$ cat config.mk
export PLATFORM = sky130hd
export DESIGN_NAME = mult_seq
export DESIGN_NICKNAME = d
export VERILOG_FILES = /design/src/rtl/mult_seq.sv
export SDC_FILE = /design/constraint.sdc
export NUM_CORES = 1
export LEC_CHECK = 0
export BUFFER_PORTS_ARGS = -buffer_cell sky130_fd_sc_hd__buf_4
export CAP_MARGIN = 20
export CORE_UTILIZATION = 53
export CTS_BUF_LIST = sky130_fd_sc_hd__clkbuf_2
export DETAILED_ROUTE_END_ITERATION = 16
export HOLD_SLACK_MARGIN = 0.05
export PLACE_DENSITY = 0.79
export SLEW_MARGIN = 15
export SYNTH_ARGS = -nofsm -noshare
export SYNTH_HDL_FRONTEND = slang
export SYNTH_SLANG_ARGS = --single-unit
$ cat constraint.sdc
create_clock -name clk -period 2.45 [get_ports clk]
set_input_delay 0 -clock clk [delete_from_list [all_inputs] [get_ports clk]]
set_output_delay 0 -clock clk [all_outputs]
set_load 0.1 [all_outputs]
$ cat src/rtl/mult_seq.sv
// Multi-cycle shift-and-add multiplier feeding HI/LO (MULT/MULTU).
// Optional signed support is enabled by defining MULT_SEQ_SIGNED_EN.
module mult_seq #(
  parameter int unsigned N = 32
) (
  input  logic         clk,
  input  logic         rst_n,
  input  logic         start,
  input  logic [N-1:0] a,
  input  logic [N-1:0] b,
  input  logic         is_signed,
  output logic         busy,
  output logic         done,
  output logic [N-1:0] hi,
  output logic [N-1:0] lo
);

  localparam int unsigned CW = $clog2(N);

  typedef enum logic [1:0] {IDLE, RUN, FIX} state_e;

  state_e          state_q, state_d;
  logic [CW-1:0]   cnt_q, cnt_d;
  logic [2*N-1:0]  acc_q, acc_d;
  logic [N-1:0]    mcand_q, mcand_d;
  logic [N-1:0]    hi_q, hi_d;
  logic [N-1:0]    lo_q, lo_d;
  logic            busy_q, busy_d;
  logic            done_q, done_d;

  logic [N-1:0]    a_op, b_op;
  logic [N-1:0]    addend;
  logic [N:0]      sum;
  logic [2*N-1:0]  prod;

`ifdef MULT_SEQ_SIGNED_EN
  logic            neg_q, neg_d;
`else
  logic            unused_is_signed;
  assign unused_is_signed = is_signed;
`endif

  always_comb begin
    state_d = state_q;
    cnt_d   = cnt_q;
    acc_d   = acc_q;
    mcand_d = mcand_q;
    hi_d    = hi_q;
    lo_d    = lo_q;
    busy_d  = busy_q;
    done_d  = 1'b0;
    a_op    = a;
    b_op    = b;
    addend  = '0;
    sum     = '0;
    prod    = acc_q;
`ifdef MULT_SEQ_SIGNED_EN
    neg_d   = neg_q;
`endif

    case (state_q)
      IDLE: begin
        if (start) begin
`ifdef MULT_SEQ_SIGNED_EN
          // Magnitudes are taken as unsigned N-bit values, so the most
          // negative operand maps to 2^(N-1) without overflow.
          if (is_signed) begin
            a_op  = a[N-1] ? (-a) : a;
            b_op  = b[N-1] ? (-b) : b;
            neg_d = a[N-1] ^ b[N-1];
          end else begin
            neg_d = 1'b0;
          end
`endif
          acc_d   = {{N{1'b0}}, b_op};
          mcand_d = a_op;
          cnt_d   = '0;
          busy_d  = 1'b1;
          state_d = RUN;
        end
      end

      RUN: begin
        addend = acc_q[0] ? mcand_q : '0;
        sum    = {1'b0, acc_q[2*N-1:N]} + {1'b0, addend};
        // Carry-out lands in the top bit as the accumulator shifts right.
        acc_d  = {sum, acc_q[N-1:1]};
        cnt_d  = cnt_q + 1'b1;
        if (cnt_q == CW'(N - 1)) begin
          state_d = FIX;
        end
      end

      FIX: begin
`ifdef MULT_SEQ_SIGNED_EN
        if (neg_q) begin
          prod = -acc_q;
        end
`endif
        {hi_d, lo_d} = prod;
        done_d  = 1'b1;
        busy_d  = 1'b0;
        state_d = IDLE;
      end

      default: begin
        state_d = IDLE;
        busy_d  = 1'b0;
      end
    endcase
  end

  always_ff @(posedge clk or negedge rst_n) begin
    if (!rst_n) begin
      state_q <= IDLE;
      cnt_q   <= '0;
      acc_q   <= '0;
      mcand_q <= '0;
      hi_q    <= '0;
      lo_q    <= '0;
      busy_q  <= 1'b0;
      done_q  <= 1'b0;
`ifdef MULT_SEQ_SIGNED_EN
      neg_q   <= 1'b0;
`endif
    end else begin
      state_q <= state_d;
      cnt_q   <= cnt_d;
      acc_q   <= acc_d;
      mcand_q <= mcand_d;
      hi_q    <= hi_d;
      lo_q    <= lo_d;
      busy_q  <= busy_d;
      done_q  <= done_d;
`ifdef MULT_SEQ_SIGNED_EN
      neg_q   <= neg_d;
`endif
    end
  end

  assign busy = busy_q;
  assign done = done_q;
  assign hi   = hi_q;
  assign lo   = lo_q;

endmodule
Word-level counts from Yosys, hierarchy flattened. Cells that the tools add are included.

Memories: 0. Bits in latches: 0. ROM bits: 0. Register bits: 169. Logic and storage cells: 33. Output and inout bits: 66. Memory bits (writable): 0.

Equality and inequality tests: 5. Multiply operators: 0. Bitwise operators: 1. $lt $le $gt $ge: 0. Div/mod/pow operators: 0. Reduce and logical (&&, ||, !) cells: 6. Multiplexer cells: 11. Shift operators: 0. Add/sub/neg operators: 2.

Operator list (count): $pmux 64 s2 (1); $mux 64 (1); $add 32x32->33 (1); $mux 32 (1); $pmux 5 s2 (1); $reduce_and 2->1 (4); $add 5x1->5 const B (1); $eq 5x5->1 const B (1); $mux 5 (1); $mux 2 (2); $ne 2x2->1 const B (2); $pmux 2 s2 (1); $eq 2x1->1 const B (1); $eq 2x2->1 const B (1); $logic_not 2->1 (1); $mux 1 (2); $pmux 1 s2 (1); $reduce_bool 2->1 (1); $not 1->1 (1).

Longest topological paths before layout. Gate-level depths: netlist of the first run.

Depth in word-level cells: 3. Gate-level depth with buffers: 12. Gate-level depth less buffers: 12.

Worst setup path after synthesis of the first run. No wires, ideal clock.

Path type: flip-flop to flip-flop. Start: register acc_q[0]. End: register acc_q[58]. Cell stages (with the launch flop): 13. Data arrival time: 2560 ps. Setup time: 132 ps. Buffers on the path: 1. Slack: -242 ps. Clock period less this slack: 2692 ps. Required time: 2318 ps. Path through: dfrtp_1 > clkbuf_1 > nand2_1 > inv_1 > ha_1 > a211o_1 > a211oi_2 > o22ai_2 > a211oi_2 > o21ai_2 > o31ai_1 > xor2_1 > o21ai_1.

Cells in the longest elaborated chain, start to end: 3.

Ends and longest elaborated chain: start: declaration (RTL line 24) `logic [2*N-1:0] acc_q, acc_d;`; start signal: assignment (RTL line 117) `acc_q <= '0;`; start signal: assignment (RTL line 129) `acc_q <= acc_d;`; $mux 32 (RTL line 84) `addend = acc_q[0] ? mcand_q : '0;`; $add 32x32->33 (RTL line 85) `sum = {1'b0, acc_q[2*N-1:N]} + {1'b0, addend};`; $pmux 64 s2 (RTL line 61) `case (state_q)`.

Every way passes these cells. A chain may end at the register's enable or synchronous reset.

Final worst setup path of the first run.
Start: register acc_q[0]. End: register acc_q[62].

Same word-level chain as after synthesis.

==> results.cfg, run 1 <==
[route]
drc = 0
num_vias = 9518
routed_wirelength_mm = 32.9
drt_first_pass_iters = 12
post_drt_via_cell_ratio = 5.93
dr.first_iter.drc_count = 1057
ant_nets = 0
wl_per_cell_um = 20.5

[critical_path]
path_max_fanout = 11
slowest_cell_on_crit_path = dfrtp_2
timing.critical_path.slowest_cell_delay_ns = 0.52
crit_start = acc_q[0]$_DFFE_PN0P_
worst_setup_path_end_kind = flop
path_buf_inv = 4
crit_path_cell_trace = buf_6 -> buf_4 -> buf_4 -> and2_1 -> ha_4 -> a21o_1 -> nor2b_1 -> o2bb2ai_2 -> o41ai_2 -> buf_4 -> a221oi_2 -> xnor2_1 -> o21ai_1
critical_path_class = reg -> reg
worst_setup_path_start_kind = flop
critPathTopFamily = compound AO/OA/AOI/OAI gates
crit_path_frequent_cell = buf_4
crit_required_ns = 3.16
arrival_time_at_the_worst_endpoint_ns = 3.91
worstReg2RegStart = acc_q[0]$_DFFE_PN0P_

[place]
placement.io_buffers = 132
gp_routability_congestion = 0.943
place_ws_ns = -0.364
post-dp-hpwl_mm = 14.0

[timing]
fin_hold_ws_ns = 0.0339
final-setup-viol-count = 25
grt_setup_unrepaired = yes
worst_slew_margin_rel_pct = 49.2
timing.final.hold_violations = 0
setup_slack_ns = -0.754
finClkSkew_ns = 0.0668
fin_crit_sh_pct = 131
timing.final.max_slew_violations = 0
tightestPinTransition_ns = 0.762
timing.final.crit_period_ns = 3.20
clock.fmax_mhz = 312

[clocking]
clock_sinks = 169
clock_transition_at_the_registers_of_the_reported_paths_ns = 0.28
clock_tree.htree_level_count = 4
clock_latency_ns = 0.84
max-clock-path-buffers = 2
cts_root_buffer = clkbuf_2
cts_inserted_buffers = 17
tritoncts = yes

[cells_and_area]
flow.area_growth_from_synthesis_pct = 59.2
final_net_count = 1483
final_layout_size_suffix_gt1_share_pct = 27.5
fin_util_pct = 86.6

[synthesis]
synthCells = 960
area_of_the_mapped_netlist_um2 = 8310
synthesis.nets = 1063
seq_area_frac_synth_pct = 50.9
post-synth-top-area-cell = dfrtp_1
ys_async_sr_fraction_pct = 100
ys_types = 51
netlist_top_cells_area = dfrtp_1 51%, nand2_1 14%, ha_1 5.1%, nor2_1 3.5%, and2_1 2.5%
ys_seq_elements = 169
dominantRegCellSynth = dfrtp_1
synth_enable_flop_cells = 0
synthesis.yosys.warnings = 0
post-synth-top-area-fraction_pct = 50.9
syn-mean-instance-area_um2 = 8.65

[grt]
groute.layer.met1.usage_pct = 40.2
grtUsageMet2_pct = 63.9
overflow = 0
grt_use_total_pct = 35.7
globalRouteMet3Util_pct = 5.65
grt_start_max_net_pins = 66
globalRoute.busiestLayer = met2
antenna_found_initial = 2
via_count_of_the_first_global_routing_pass = 9273
grt_pass1_wl_mm = 44.6

[floorplanning]
fp.dieArea_um2 = 16200
ios = 134
die_h_um = 127
core_um2 = 15300
initial_utilization_pct = 54.4
chipWidth_um = 127
rows = 45

[run_status]
result_of_the_run = complete, but fails checks
failing_checks = setup timing

[worst_hold_path]
hold_path_class = in -> reg
worst_hold_startpoint = b[29]

[power]
power-per-cell-area_nw_per_um2 = 1420
peakVddDrop_mv = 0.821
p_leak_nw = 6.28

[run]
cap_viol_max_count = 0
[path summary, 6_finish.rpt]
check	cells after the start	endpoint	slack (ns)
max	13	acc_q[62]$_DFFE_PN0P_	-0.75
min	4	acc_q[29]$_DFFE_PN0P_	0.03
max reg2reg	13	acc_q[62]$_DFFE_PN0P_	-0.75
min reg2reg	2	hi[26]$_DFFE_PN0P_	0.51
max in group asynchronous	4	state_q[0]$_DFFE_PN0P_	1.77
min in group asynchronous	4	hi[12]$_DFFE_PN0P_	0.29
[power by group]
group | leakage [nW] | internal, W | switching (W)
Clock | 0.125 | 0.000360 | 0.00107
Combinational | 4.17 | 0.00566 | 0.00694
Sequential | 1.99 | 0.00384 | 0.000967
Total | 6.28 | 0.00985 | 0.00898
[cells in the final DEF (no fill, tap or decap), types with 23 or more instances in the layout]
master,netlist,layout
nor2_1,77,75
dlygate4sd3_1,0,198
o21ai_1,28,27
buf_4,0,240
o21ai_0,25,23
nand3_1,41,40
nand2_1,319,316
and2_1,33,25
o22ai_1,32,32
dfrtp_1,169,166
[state kept, by name, indices dropped and copies added, names as in the netlist]
name     count
cnt_q        5
lo          32
mcand_q     32
done         1
state_q      2
busy         1
acc_q       64
hi          32
[through the flow]
step	TNS (ns)	instance area, um2	total power (W)	instances
2_1_floorplan	-0.432	8400	0.0104	960
3_3_place_gp	-2.59	10200	0.0132	1350
3_5_place_dp	-3.62	10200	0.0134	1350
4_1_cts	-2.21	12800	0.0165	1589
5_1_grt	-9.13	13200	0.0197	1604
6_report	-6.56	13200	0.0188	1605
[synth_stat cells (3+ instances only)]
| cell type | n |
|---|---|
| nand2_1 | 319 |
| dfrtp_1 | 169 |
| nor2_1 | 77 |
| clkbuf_1 | 49 |
| nand3_1 | 41 |
| ha_1 | 34 |
| and2_1 | 33 |
| a21oi_1 | 32 |
| o22ai_1 | 32 |
| o21ai_1 | 28 |
| o21ai_0 | 25 |
| xor2_1 | 16 |
| xnor2_1 | 14 |
| a21o_1 | 13 |
| a31oi_1 | 9 |
| inv_1 | 9 |
| nand2b_1 | 5 |
| nor2b_1 | 5 |
| and3_1 | 4 |
| nand4_1 | 3 |
| o211ai_1 | 3 |
[cell families after synthesis]
kind of cell | after synthesis | share of synthesized area (%)
simple gates | 495 | 24.8
buf+inv | 62 | 2.82
xor+xnor | 30 | 3.16
flops | 169 | 50.9
fa+ha+maj | 35 | 5.36
compound gates | 169 | 12.9
[repair_timing]
action                                 in CTS  in global routing
gates cloned                                0                  2
setup buffers                              10                 12
pin swaps                                  32                 30
endpoints found under the hold margin     272                  1
resized for setup                          51                 55
hold buffers                              199                  1
setup endpoints to repair                  19                 44
[final cells by class]
class                   count  area, um2
diodes                      3       7.51
clock buffers              18       90.1
clock inverters            12        104
fillers                   702       2040
inverters                  11       43.8
multi-input cells         729       4510
flip-flops and latches    169       4230
well taps                 211        264
repair buffers            452       3970
[worst register-to-register path: stages (launching register included)]
cell       delay, ns
dfrtp_2         0.52
buf_6           0.15
buf_4           0.17
buf_4           0.17
and2_1          0.18
ha_4            0.25
a21o_1          0.22
nor2b_1         0.24
o2bb2ai_2       0.15
o41ai_2         0.10
buf_4           0.16
a221oi_2        0.50
xnor2_1         0.19
o21ai_1         0.08
[layer usage]
metal	up-vias	part of all wire (%)
li1	4048	-
met1	4549	35
met2	673	49
met3	248	8.7
met4	0	7.0
met5	-	0
Note: power is estimated with default switching activity, not from simulation.
==> inputs of run 2 (changes only) <==
- PLACE_DENSITY: 0.79 -> unset
- PLACE_DENSITY_LB_ADDON: unset -> 0.05
- SETUP_SLACK_MARGIN: unset -> 0.1
==> results.cfg, run 2 (synthesis gave the netlist of run 1 again) <==
[run_status]
result_of_the_run = complete, but fails checks
failing_checks = setup timing

[clocking]
clock_transition_at_the_registers_of_the_reported_paths_ns = 0.25
cts_inserted_buffers = 17
cts_root_buffer = clkbuf_2
tritoncts = yes
clock_latency_ns = 0.77
max-clock-path-buffers = 2
clock_sinks = 169
clock_tree.htree_level_count = 4

[route]
routed_wirelength_mm = 27.7
dr.first_iter.drc_count = 668
post_drt_via_cell_ratio = 5.54
drt_first_pass_iters = 5
num_vias = 8676
ant_nets = 0
drc = 0
wl_per_cell_um = 17.7

[critical_path]
path_max_fanout = 5
crit_required_ns = 3.10
critical_path_class = reg -> reg
reg2reg_depth = 13
worst_setup_path_start_kind = flop
worst-r2r-setup-slack_ns = -0.44
worst_setup_path_end_kind = flop
critPathTopFamily = compound AO/OA/AOI/OAI gates
arrival_time_at_the_worst_endpoint_ns = 3.55
slowest_cell_on_crit_path = dfrtp_1
timing.critical_path.slowest_cell_delay_ns = 0.46
crit_path_cell_trace = buf_6 -> buf_8 -> and2_1 -> ha_4 -> a21o_1 -> a211oi_4 -> o22ai_4 -> a211oi_2 -> buf_4 -> o211ai_1 -> a31oi_1 -> xor2_1 -> o21ai_1
worstReg2RegStart = acc_q[0]$_DFFE_PN0P_
r2r-end = acc_q[60]$_DFFE_PN0P_
path_buf_inv = 3

[worst_hold_path]
worst_hold_startpoint = b[31]
hold_critical_path_endpoint = acc_q[31]$_DFFE_PN0P_
hold_path_depth = 4
hold_path_class = in -> reg

[cells_and_area]
fill_cells = 825
most_frequent_standard_cell_in_the_layout_excluding_fill_and_tap_cells = nand2_1
max_reg_flops = 64
flow.area_growth_from_synthesis_pct = 56.4
final_layout_size_suffix_gt1_share_pct = 28.1
final_cell_mix = 313 x nand2_1, 222 x buf_4, 167 x dfrtp_1
final_net_count = 1445
registers.top_by_ff_count = acc_q

[power]
switching_power_w = 0.00826
power.share.combinational_pct = 65.9
power-per-cell-area_nw_per_um2 = 1360
cellInternalPower_w = 0.00939
power_frac_clock_pct = 7.4
total_power_w = 0.0176
p_leak_nw = 6.19
p_seq_share_pct = 26.7
power.switching_fraction_pct = 46.8
peakVddDrop_mv = 0.782

[floorplanning]
ios = 134
rows = 45
core_um2 = 15300
fp.dieArea_um2 = 16200
initial_utilization_pct = 54.4
chipWidth_um = 127
die_h_um = 127

[place]
post-dp-hpwl_mm = 13.4
gp_routability_congestion = 0.882
placement.io_buffers = 132

[timing]
timing.final.crit_period_ns = 2.89
clock.fmax_mhz = 346
timing.final.max_slew_violations = 0
fin_crit_sh_pct = 118
timing.final.hold_violations = 0
worst_slew_margin_rel_pct = 49.5
fin_hold_ws_ns = 0.0988
finClkSkew_ns = 0.0434
tightestPinTransition_ns = 0.758
grt_setup_unrepaired = yes
final-setup-viol-count = 20
setup_slack_ns = -0.442

[run]
cap_viol_max_count = 0

[grt]
grt_pass1_wl_mm = 43.1
antenna_found_initial = 1
overflow = 0
grt_start_max_net_pins = 102
via_count_of_the_first_global_routing_pass = 8737
grt_use_total_pct = 33.9
-- run 2: cell types whose count changed in the layout (fill, tap and decap cells not counted), moves of 3 or more --
cell and change:
buf_8 +5, dlygate4sd3_1 -36, clkbuf_16 +3, dlymetal6s4s_1 +3
buf_12 +3, nand2_1 -3, buf_4 -18, nand2_2 +3
buf_6 +4
-- run 2: layout make-up --
class                           instances  area [um2]  share of cell area, %
Clock buffer                           19        95.1                  0.732
Timing Repair Buffer                  414        3730                   28.7
Sequential cell                       169        4230                   32.6
Antenna cell                            1        2.50                 0.0193
Clock inverter                         12        77.6                  0.597
Inverter                               11        41.3                  0.318
Tap cell                              211         264                   2.03
Multi-Input combinational cell        729        4550                   35.0
-- run 2: worst max path at each step --
stage	from	to	slack (ns)	cells after the start
floorplan	acc_q[0]$_DFFE_PN0P_	acc_q[58]$_DFFE_PN0P_	-0.17	12
global placement	acc_q[0]$_DFFE_PN0P_	acc_q[58]$_DFFE_PN0P_	-0.28	12
detailed placement	acc_q[0]$_DFFE_PN0P_	acc_q[58]$_DFFE_PN0P_	-0.34	12
CTS	acc_q[0]$_DFFE_PN0P_	acc_q[61]$_DFFE_PN0P_	-0.26	12
global route	acc_q[0]$_DFFE_PN0P_	acc_q[58]$_DFFE_PN0P_	-0.58	13
finish	acc_q[0]$_DFFE_PN0P_	acc_q[60]$_DFFE_PN0P_	-0.44	13
-- run 2: worst reg2reg max path, cell delays in order, from the launching register on --
cell	delay [ns]
dfrtp_1	0.46
buf_6	0.14
buf_8	0.13
and2_1	0.16
ha_4	0.23
a21o_1	0.22
a211oi_4	0.32
o22ai_4	0.16
a211oi_2	0.21
buf_4	0.18
o211ai_1	0.11
a31oi_1	0.22
xor2_1	0.17
o21ai_1	0.09
-- run 2: what timing repair did --
item | CTS | global route
setup buffers | 6 | 19
pin swaps | 38 | 26
hold buffers | 193 | 0
endpoints found under the hold margin | 272 | 0
resized for setup | 64 | 60
endpoints found under the setup margin | 21 | 57
gates cloned | 0 | 5
-- run 2: power by group through the flow --
stage          Clock (W)  Combinational (W)  Sequential (W)
2_1_floorplan          0            0.00500         0.00544
3_3_place_gp           0            0.00862         0.00461
3_5_place_dp           0            0.00878         0.00462
4_1_cts          0.00127             0.0104         0.00462
5_1_grt          0.00141             0.0125         0.00483
6_report         0.00131             0.0116         0.00471
-- run 2: layer usage --
layer | wire length [um] | track usage (%) | vias up | part of all wire [%]
met4 | 1120 | 14.6 | 0 | 4.0
met5 | 0 | 0 | - | 0
li1 | - | - | 3971 | -
met3 | 1360 | 5.44 | 104 | 4.9
met2 | 14200 | 59.6 | 370 | 51
met1 | 11100 | 41.4 | 4231 | 40
-- run 2: through the flow --
stage	setup TNS [ns]	instance area, um2	instances	utilization, %	worst slack (ns)
5_1_grt	-7.20	13000	1566	85.1	-0.577
2_1_floorplan	-0.485	8430	960	-	-0.172
4_1_cts	-2.54	12700	1569	83.5	-0.265
3_5_place_dp	-3.10	10200	1339	66.8	-0.336
3_3_place_gp	-2.29	10200	1339	66.8	-0.280
6_report	-4.63	13000	1566	85.1	-0.442
